## config.mk

```make
export PLATFORM = sky130hd
export DESIGN_NAME = cordic_twiddle_angle_gen
export DESIGN_NICKNAME = d
export VERILOG_FILES = /design/src/rtl/fft_cordic_pkg.sv /design/src/rtl/angle_step_lut.sv /design/src/rtl/cordic_twiddle_angle_gen.sv
export SDC_FILE = /design/constraint.sdc
export NUM_CORES = 1
export LEC_CHECK = 0
export CORE_MARGIN = 2
export CORE_UTILIZATION = 57
export CTS_CLUSTER_DIAMETER = 50
export DETAILED_ROUTE_END_ITERATION = 7
export PLACE_DENSITY = 0.8
export SLEW_MARGIN = 10
export SYNTH_ARGS = -nofsm -noshare
export SYNTH_HDL_FRONTEND = slang
export SYNTH_SLANG_ARGS = --single-unit
```

## constraint.sdc

```tcl
create_clock -name i_clk -period 4.9 [get_ports i_clk]
set_input_delay 1.225 -clock i_clk [delete_from_list [all_inputs] [get_ports i_clk]]
set_output_delay 1.225 -clock i_clk [all_outputs]
set_load 0.01 [all_outputs]
```

## src/rtl/fft_cordic_pkg.sv

```systemverilog
// Shared definitions for the CORDIC FFT angle path: default widths, step-table builder, sequencer states.
// Latency: n/a (constants and a constant function only).
// Backpressure: n/a.
package fft_cordic_pkg;

    localparam int ANGLE_W_DEF = 32;
    localparam int FRAC_W_DEF  = 16;

    // pi scaled by 2^60, truncated; the next hex digits are 0x313..., so the
    // truncation error is far below anything that can change a rounded step.
    localparam logic [63:0] PI_Q60 = 64'h3243_F6A8_885A_308D;

    typedef enum logic {
        ST_IDLE = 1'b0,
        ST_RUN  = 1'b1
    } gen_state_t;

    // round(pi * 2^frac_w / 2^(s-1)) done as a rounded right shift of PI_Q60.
    function automatic logic [63:0] twiddle_step(input int s, input int frac_w);
        int sh;
        sh = 60 - frac_w + s - 1;
        if (s < 1 || sh < 1 || sh > 63) begin
            return 64'd0;
        end
        return (PI_Q60 + (64'd1 << (sh - 1))) >> sh;
    endfunction

endpackage

```

## src/rtl/angle_step_lut.sv

```systemverilog
// Combinational STEP(s) table: angle increment per beat for stage s (entries 1..MAX_LOG2N).
// Latency: combinational.
// Backpressure: none; pure lookup. Ports: stage (4b) in, step (ANGLE_W) out; illegal stage gives 0.
module angle_step_lut
    import fft_cordic_pkg::*;
#(
    parameter int ANGLE_W   = ANGLE_W_DEF,
    parameter int FRAC_W    = FRAC_W_DEF,
    parameter int MAX_LOG2N = 10
) (
    input  logic [3:0]         stage,
    output logic [ANGLE_W-1:0] step
);

    always_comb begin
        step = '0;
        for (int s = 1; s <= MAX_LOG2N; s++) begin
            if (int'(stage) == s) begin
                step = ANGLE_W'(twiddle_step(s, FRAC_W));
            end
        end
    end

endmodule

```

## src/rtl/cordic_twiddle_angle_gen.sv

```systemverilog
// Twiddle-angle sequencer: streams -/+ k*pi/2^(s-1), k = 0..2^(s-1)-1, for the CORDIC rotator.
// Latency: first beat one cycle after an accepted start; one beat per cycle while i_ready is high.
// Backpressure: valid/ready; angle/index/last hold while o_valid & !i_ready. i_abort drops o_valid next cycle.
// Ports: i_clk, i_rst_n (async low); i_start/i_stage/i_inverse request; i_abort; i_ready;
//        o_valid/o_angle/o_index/o_last beat; o_busy (in RUN); o_err (illegal-stage start pulse).
module cordic_twiddle_angle_gen
    import fft_cordic_pkg::*;
#(
    parameter int ANGLE_W   = ANGLE_W_DEF,
    parameter int FRAC_W    = FRAC_W_DEF,
    parameter int MAX_LOG2N = 10,
    parameter int IDX_W     = (MAX_LOG2N > 1) ? (MAX_LOG2N - 1) : 1
) (
    input  logic               i_clk,
    input  logic               i_rst_n,
    input  logic               i_start,
    input  logic [3:0]         i_stage,
    input  logic               i_inverse,
    input  logic               i_abort,
    input  logic               i_ready,
    output logic               o_valid,
    output logic [ANGLE_W-1:0] o_angle,
    output logic [IDX_W-1:0]   o_index,
    output logic               o_last,
    output logic               o_busy,
    output logic               o_err
);

    // The accumulator peaks just below pi*2^FRAC_W, so it needs two integer
    // bits plus sign; no wrap to +/-pi is ever required.
    if (ANGLE_W < FRAC_W + 3) begin : g_bad_angle_w
        $error("cordic_twiddle_angle_gen: ANGLE_W must be at least FRAC_W+3");
    end
    if (MAX_LOG2N < 1 || MAX_LOG2N > 15) begin : g_bad_max_log2n
        $error("cordic_twiddle_angle_gen: MAX_LOG2N must be in 1..15");
    end

    localparam logic [IDX_W-1:0] IDX_ONE = IDX_W'(1);

    gen_state_t         state_q;
    gen_state_t         state_d;

    logic [ANGLE_W-1:0] step_lut;
    logic [ANGLE_W-1:0] step_q;
    logic [ANGLE_W-1:0] acc_q;
    logic               inv_q;
    logic               last_q;
    logic               err_q;
    logic [IDX_W-1:0]   idx_q;
    logic [IDX_W-1:0]   idx_nxt;
    logic [IDX_W-1:0]   last_idx_q;
    logic [IDX_W-1:0]   last_idx_n;

    logic               stage_legal;
    logic               start_ok;
    logic               fire;

    angle_step_lut #(
        .ANGLE_W   (ANGLE_W),
        .FRAC_W    (FRAC_W),
        .MAX_LOG2N (MAX_LOG2N)
    ) u_step_lut (
        .stage (i_stage),
        .step  (step_lut)
    );

    assign stage_legal = (i_stage != 4'd0) && (int'(i_stage) <= MAX_LOG2N);

    // Abort outranks both a start and a fire in the same cycle.
    assign start_ok = (state_q == ST_IDLE) && i_start && stage_legal && !i_abort;
    assign fire     = (state_q == ST_RUN) && i_ready && !i_abort;
    assign idx_nxt  = idx_q + IDX_ONE;

    // Last index 2^(s-1)-1 is simply the low s-1 bits set.
    always_comb begin
        last_idx_n = '0;
        for (int j = 0; j < IDX_W; j++) begin
            last_idx_n[j] = (j < (int'(i_stage) - 1));
        end
    end

    always_comb begin
        state_d = state_q;
        if (i_abort) begin
            state_d = ST_IDLE;
        end else begin
            case (state_q)
                ST_IDLE: if (start_ok)        state_d = ST_RUN;
                ST_RUN:  if (fire && last_q)  state_d = ST_IDLE;
                default:                      state_d = ST_IDLE;
            endcase
        end
    end

    always_ff @(posedge i_clk or negedge i_rst_n) begin
        if (!i_rst_n) begin
            state_q <= ST_IDLE;
        end else begin
            state_q <= state_d;
        end
    end

    always_ff @(posedge i_clk or negedge i_rst_n) begin
        if (!i_rst_n) begin
            step_q     <= '0;
            acc_q      <= '0;
            inv_q      <= 1'b0;
            last_q     <= 1'b0;
            err_q      <= 1'b0;
            idx_q      <= '0;
            last_idx_q <= '0;
        end else begin
            err_q <= (state_q == ST_IDLE) && i_start && !stage_legal && !i_abort;
            if (start_ok) begin
                step_q     <= step_lut;
                inv_q      <= i_inverse;
                last_idx_q <= last_idx_n;
                idx_q      <= '0;
                acc_q      <= '0;
                last_q     <= (last_idx_n == '0);
            end else if (fire) begin
                if (last_q) begin
                    last_q <= 1'b0;
                end else begin
                    // Accumulate rather than multiply so the sequence matches
                    // the old ROM tables bit for bit.
                    idx_q  <= idx_nxt;
                    acc_q  <= inv_q ? (acc_q + step_q) : (acc_q - step_q);
                    last_q <= (idx_nxt == last_idx_q);
                end
            end else if (i_abort) begin
                last_q <= 1'b0;
            end
        end
    end

    assign o_valid = (state_q == ST_RUN);
    assign o_busy  = (state_q == ST_RUN);
    assign o_angle = acc_q;
    assign o_index = idx_q;
    assign o_last  = last_q;
    assign o_err   = err_q;

endmodule

```

==> results.cfg, run 1 <==
[synthesis]
ys_seq_area_share_pct = 33.29
syn-mean-instance-area_sq_um = 8.162
synth_edf_count = 0
synth_area_sq_mm = 0.005411
synthesis.nets = 717
yosys-top-cells-area = dfrtp_1 33%, ha_1 9.9%, o21ai_0 7.0%
netlist_instances = 663
synth_cell_types = 61
yosys.area.top_type = dfrtp_1
yosysWarnings = 0
synthArstFlopShare_pct = 100.0
ys.flop_type = dfrtp_1
ys_top_cells_by_count = 76 x nand2_1, 76 x o21ai_0, 72 x dfrtp_1
synth_top_area_share_pct = 33.29
synth-seq-cells = 72

[global_routing]
antenna_found_initial = 0
grt_pass1_vias = 4739
grt_first_pass_wirelength_microns = 22150
overflow = 0
grt_usage_pct = 26.52
grt_max_degree = 61

[hold_path]
worst_hold_path_type = flip-flop to flip-flop

[layout]
multi_input_area_sq_mm = 0.003422
syn_to_final_growth_pct = 15.54
diodes = 0
fill_cells = 736
drive_gt1_share_pct = 5.345
instances_no_fill = 840
regArea_sq_mm = 0.001802
layout.nets = 760

[pwr]
power.leakage_nw = 2.781
power.density_mw_per_mm2 = 573.8
ir_drop_v = 0.0002370

[clocking]
cts_tree = yes
numClockSinks = 72
cts_setup_buffers = 0
ctsHoldBuffers = 0
cts_buffers = 9
clk_pin_slew_worst_paths_ns = 0.09
cts_resized = 0
htree_num_levels = 3
clk_latency_ns = 0.35
clockBufferDepth = 2
root_buffer = clkbuf_8

[route]
wl_per_cell_microns = 15.45
wl_microns = 12980
antenna_left = 0
vias = 4992
viasPerCell = 5.943
first_pass_iters = 5
drc_errors = 0
first_iter_violations = 229

[critical_path]
critPathLaunchType = flip-flop
cp-end-kind = flip-flop
cp.required_ns = 5.16
crit_type = flip-flop to flip-flop
cp_max_fo = 8
worstPathArrival_ns = 4.69

[run_status]
status = completed

[floorplanning]
die_h_microns = 101.4
die-area_sq_mm = 0.01029
core_sq_mm = 0.009240
start_util_pct = 58.56
ios = 55
rows = 35
die_w_microns = 101.4

[place]
gp_congestion = 0.9552
dp.cells = 824
place_hpwl_microns = 9483
port_buffers = 54

[sta]
max_slew.worst_pin.slew_ns = 1.042
period_minus_slack_ns = 4.427
rsz0062_at_grt = false
slew_viol_final = 0
setup_viol = 0
max_freq_mhz = 225.9
skew_ns = 0.01704
fin_crit_sh_pct = 90.35
fin_tns_setup_ns = 0
finalHoldViolCount = 0
max_slew_margin_pct = 30.54

[job]
drv_cap = 0
## metal layers
layer	vias to the layer above	routed length [microns]	track usage, %
met1	2373	6029	36.49
met2	152	6094	43.61
met3	24	575	3.589
met4	0	276	8.316
met5	-	0	0
li1	2443	-	-
## registers in the layout, indices dropped and copies added, names as in the netlist
signal and flops:
o_angle 32, step_q 18, last_idx_q 9, o_index 9, inv_q 1, o_busy 1
o_err 1, o_last 1
## power breakdown
part           leakage (nW)  internal (mW)  switching [mW]
Clock                0.0968          0.238           0.248
Sequential            0.949          0.748           0.162
Combinational          1.74           1.01            1.18
## cell type report
class	instances	share of cell area, %
tap	129	2.582
multi-input combinational	543	54.73
clock inverter	6	1.101
clock buffer	10	2.041
sequential	72	28.82
inverter	16	0.9606
timing repair buffer	64	9.766
## layout by cell type (no fill, tap or decap), types with 3 or more instances in the layout
master and count:
nand2b_1 3, nor2_1 61, a21o_1 16, o31ai_1 8, clkdlybuf4s50_1 53, buf_4 10, clkbuf_8 9, nand4_1 8
o21ai_0 76, o21bai_1 4, or2_2 3, a311oi_1 3, nand2_1 76, nor2b_1 7, o21a_1 5, nand3_1 28
a22oi_1 5, dfrtp_1 72, and3_1 6, ha_1 43, and3b_1 3, xnor2_1 28, a211oi_1 3, a31oi_1 10
and2_1 4, nor3_1 15, a21oi_1 60, inv_1 16, xor2_1 31
## worst paths after layout
| kind | startpoint | slack (ns) | depth (start not counted) | to |
|---|---|---|---|---|
| worst min-delay path | last_idx_q[1]$_DFFE_PN0P_ | 0.50 | 1 | last_idx_q[1]$_DFFE_PN0P_ |
| max in group asynchronous | i_rst_n | 2.88 | 2 | step_q[16]$_DFFE_PN0P_ |
| worst max-delay path | step_q[4]$_DFFE_PN0P_ | 0.47 | 16 | o_angle[30]$_DFFE_PN0P_ |
| worst min register to register | last_idx_q[1]$_DFFE_PN0P_ | 0.50 | 1 | last_idx_q[1]$_DFFE_PN0P_ |
| worst max register to register | step_q[4]$_DFFE_PN0P_ | 0.47 | 16 | o_angle[30]$_DFFE_PN0P_ |
| min in group asynchronous | i_rst_n | 1.06 | 1 | o_angle[23]$_DFFE_PN0P_ |
## stage by stage
stage          setup WS (ns)  total power [mW]  area, sq um  util, %  hold WS [ns]
2_1_floorplan         0.9054             2.468         5411        -        0.4596
3_3_place_gp          0.6920             2.991         6056    65.54        0.4845
3_5_place_dp          0.5048             3.077         6056    65.54        0.4879
4_1_cts               0.4982             3.571         6252    67.66        0.5087
5_1_grt              0.07689             3.894         6252    67.66        0.5518
6_report              0.4730             3.587         6252    67.66        0.5046
## kinds of logic after synthesis
kind of cell    after synthesis  synth area share, %
buf+inv                      48                3.561
fa+ha+maj                    44                10.31
xor+xnor                     59                9.549
compound gates              211                23.42
flops                        72                33.29
simple gates                227                19.47
mux                           2               0.3931
## worst max-delay path, stage by stage, from the launching register on
cell and delay (ns):
dfrtp_1 0.42, or4_4 0.56, nor3_4 0.16, and3b_1 0.27, and3b_1 0.39, a21oi_1 0.14
xor2_1 0.21, ha_1 0.29, a21o_1 0.20, a21o_1 0.18, a21o_1 0.18, a21oi_1 0.15
a21boi_1 0.29, o21ai_0 0.23, a221oi_1 0.36, nor3_1 0.09, a311oi_1 0.21
Power figures use the tool's default switching activity.
==> run 2, diff against run 1 <==
Settings changed: SLEW_MARGIN 10 to not set.
Clock period 4.9 ns to 5.4 ns, I/O delays scaled along.
==> run 2 against run 1 <==
Against the previous run: first-iteration DRC count grew 7.0%; clock power is 9.7% lower; clock-buffer cell count unchanged; routed wire length is 2.4% higher; final cell count shrank 0.12%; fmax shrank 1.8%; setup slack gained 0.42 ns; via count increased by 0.44%; register-to-register slack gained 0.42 ns; largest cell class unchanged.
==> results.cfg, run 2 (synthesis gave the netlist of run 1 again) <==
[clocking]
cts_tree = yes
root_buffer = clkbuf_8
clockBufferDepth = 2
cts_setup_buffers = 0
numClockSinks = 72
cts_resized = 0
ctsHoldBuffers = 0
htree_num_levels = 3
clk_latency_ns = 0.35
clk_pin_slew_worst_paths_ns = 0.09
cts_buffers = 9

[floorplanning]
die-area_sq_mm = 0.01029
die_w_microns = 101.4
ios = 55
start_util_pct = 58.56
die_h_microns = 101.4
rows = 35
core_sq_mm = 0.009240

[sta]
fin_crit_sh_pct = 83.51
max_slew.worst_pin.slew_ns = 0.9019
max_freq_mhz = 221.8
fin_tns_setup_ns = 0
period_minus_slack_ns = 4.510
finalHoldViolCount = 0
setup_slack_ns = 0.8905
max_slew_margin_pct = 39.88
rsz0062_at_grt = false
setup_viol = 0
slew_viol_final = 0
skew_ns = 0.01384
holdWs_ns = 0.5136

[critical_path]
worstPathArrival_ns = 4.74
crit_family = simple AND/OR/NAND/NOR gates
cp.required_ns = 5.63
worst-r2r-setup-slack_ns = 0.89
crit_type = flip-flop to flip-flop
crit_slowest_cell = or4_4
cp_max_fo = 8
cpPeakStageDelay_ns = 0.57
path_buf_inv = 0
reg2reg_from = step_q[4]$_DFFE_PN0P_
crit_chain = or4_4 > nor3_4 > nand2_1 > nor2_1 > nand2_1 > nor2_1 > a21oi_1 > xor2_1 > ha_1 > a21oi_1 > o21ai_0 > a311oi_1 > or2_2 > a31oi_1 > nor4b_1 > a21oi_2 > a41o_1 > a21o_1
rr_worst_depth = 18
cp-end-kind = flip-flop
critPathLaunchType = flip-flop
r2r_end = o_angle[31]$_DFFE_PN0P_

[global_routing]
grt_first_pass_wirelength_microns = 22270
grt_usage_pct = 26.66
grt_pass1_vias = 4798
overflow = 0
antenna_found_initial = 0
grt_max_degree = 41

[job]
drv_cap = 0

[route]
viasPerCell = 5.976
first_iter_violations = 245
drc_errors = 0
vias = 5014
wl_per_cell_microns = 15.84
wl_microns = 13290
antenna_left = 0
first_pass_iters = 5

[hold_path]
holdCritStartpoint = last_idx_q[1]$_DFFE_PN0P_
hold_depth = 1
worst_hold_path_type = flip-flop to flip-flop
worstHoldEndpoint = last_idx_q[1]$_DFFE_PN0P_

[layout]
diodes = 0
syn_to_final_growth_pct = 15.38
largest_reg_flops = 32
layout.nets = 759
final_cell_mix = 76 x nand2_1, 76 x o21ai_0, 72 x dfrtp_1
drive_gt1_share_pct = 5.211
instances_no_fill = 839

[pwr]
power.leakage_nw = 2.772
ir_drop_v = 0.0001763
power.density_mw_per_mm2 = 520.8

[run_status]
status = completed

[place]
gp_congestion = 0.9520
port_buffers = 54
place_hpwl_microns = 9665
dp.cells = 823
place_ws_ns = 0.9605
[run 2: per-layer routing]
layer | share of wire, % | vias up | track usage [%]
li1 | - | 2448 | -
met3 | 4.0 | 17 | 2.761
met5 | 0 | - | 0
met4 | 1.6 | 0 | 9.459
met2 | 48 | 147 | 44.52
met1 | 46 | 2402 | 36.12
[run 2: final cells by class]
type | instances | area, sq um
Clock buffer | 10 | 127.6
Clock inverter | 6 | 67.56
Fill cell | 777 | 2997
Inverter | 16 | 60.06
Multi-Input combinational cell | 543 | 3422
Sequential cell | 72 | 1802
Tap cell | 129 | 161.4
Timing Repair Buffer | 63 | 603.1
[run 2: how the worst max path moves through the flow]
stage / start / endpoint / slack, ns / cells past startpoint
2_1_floorplan: step_q[4]$_DFFE_PN0P_ / o_angle[31]$_DFFE_PN0P_ / 1.41 / 18
3_3_place_gp: step_q[4]$_DFFE_PN0P_ / o_angle[31]$_DFFE_PN0P_ / 1.11 / 18
3_5_place_dp: step_q[4]$_DFFE_PN0P_ / o_angle[31]$_DFFE_PN0P_ / 0.96 / 18
4_1_cts: step_q[4]$_DFFE_PN0P_ / o_angle[31]$_DFFE_PN0P_ / 0.91 / 18
5_1_grt: step_q[4]$_DFFE_PN0P_ / o_angle[31]$_DFFE_PN0P_ / 0.37 / 18
6_report: step_q[4]$_DFFE_PN0P_ / o_angle[31]$_DFFE_PN0P_ / 0.89 / 18
[run 2: where the power goes]
| group | switching (mW) | internal, mW |
|---|---|---|
| clock network | 0.224 | 0.215 |
| registers | 0.153 | 0.678 |
| logic | 1.06 | 0.916 |
| total | 1.44 | 1.81 |
[run 2: through the flow]
stage,power (mW),cell area [sq um],util [%]
6_report,3.252,6243,67.57
5_1_grt,3.524,6243,67.57
4_1_cts,3.235,6243,67.57
3_5_place_dp,2.786,6048,65.46
3_3_place_gp,2.711,6048,65.46
2_1_floorplan,2.240,5411,-
[run 2: worst reg2reg max path: stages, from the launching register on]
cell	delay, ns
dfrtp_1	0.43
or4_4	0.57
nor3_4	0.15
nand2_1	0.07
nor2_1	0.22
nand2_1	0.08
nor2_1	0.39
a21oi_1	0.15
xor2_1	0.18
ha_1	0.34
a21oi_1	0.23
o21ai_0	0.11
a311oi_1	0.30
or2_2	0.18
a31oi_1	0.16
nor4b_1	0.39
a21oi_2	0.07
a41o_1	0.22
a21o_1	0.17
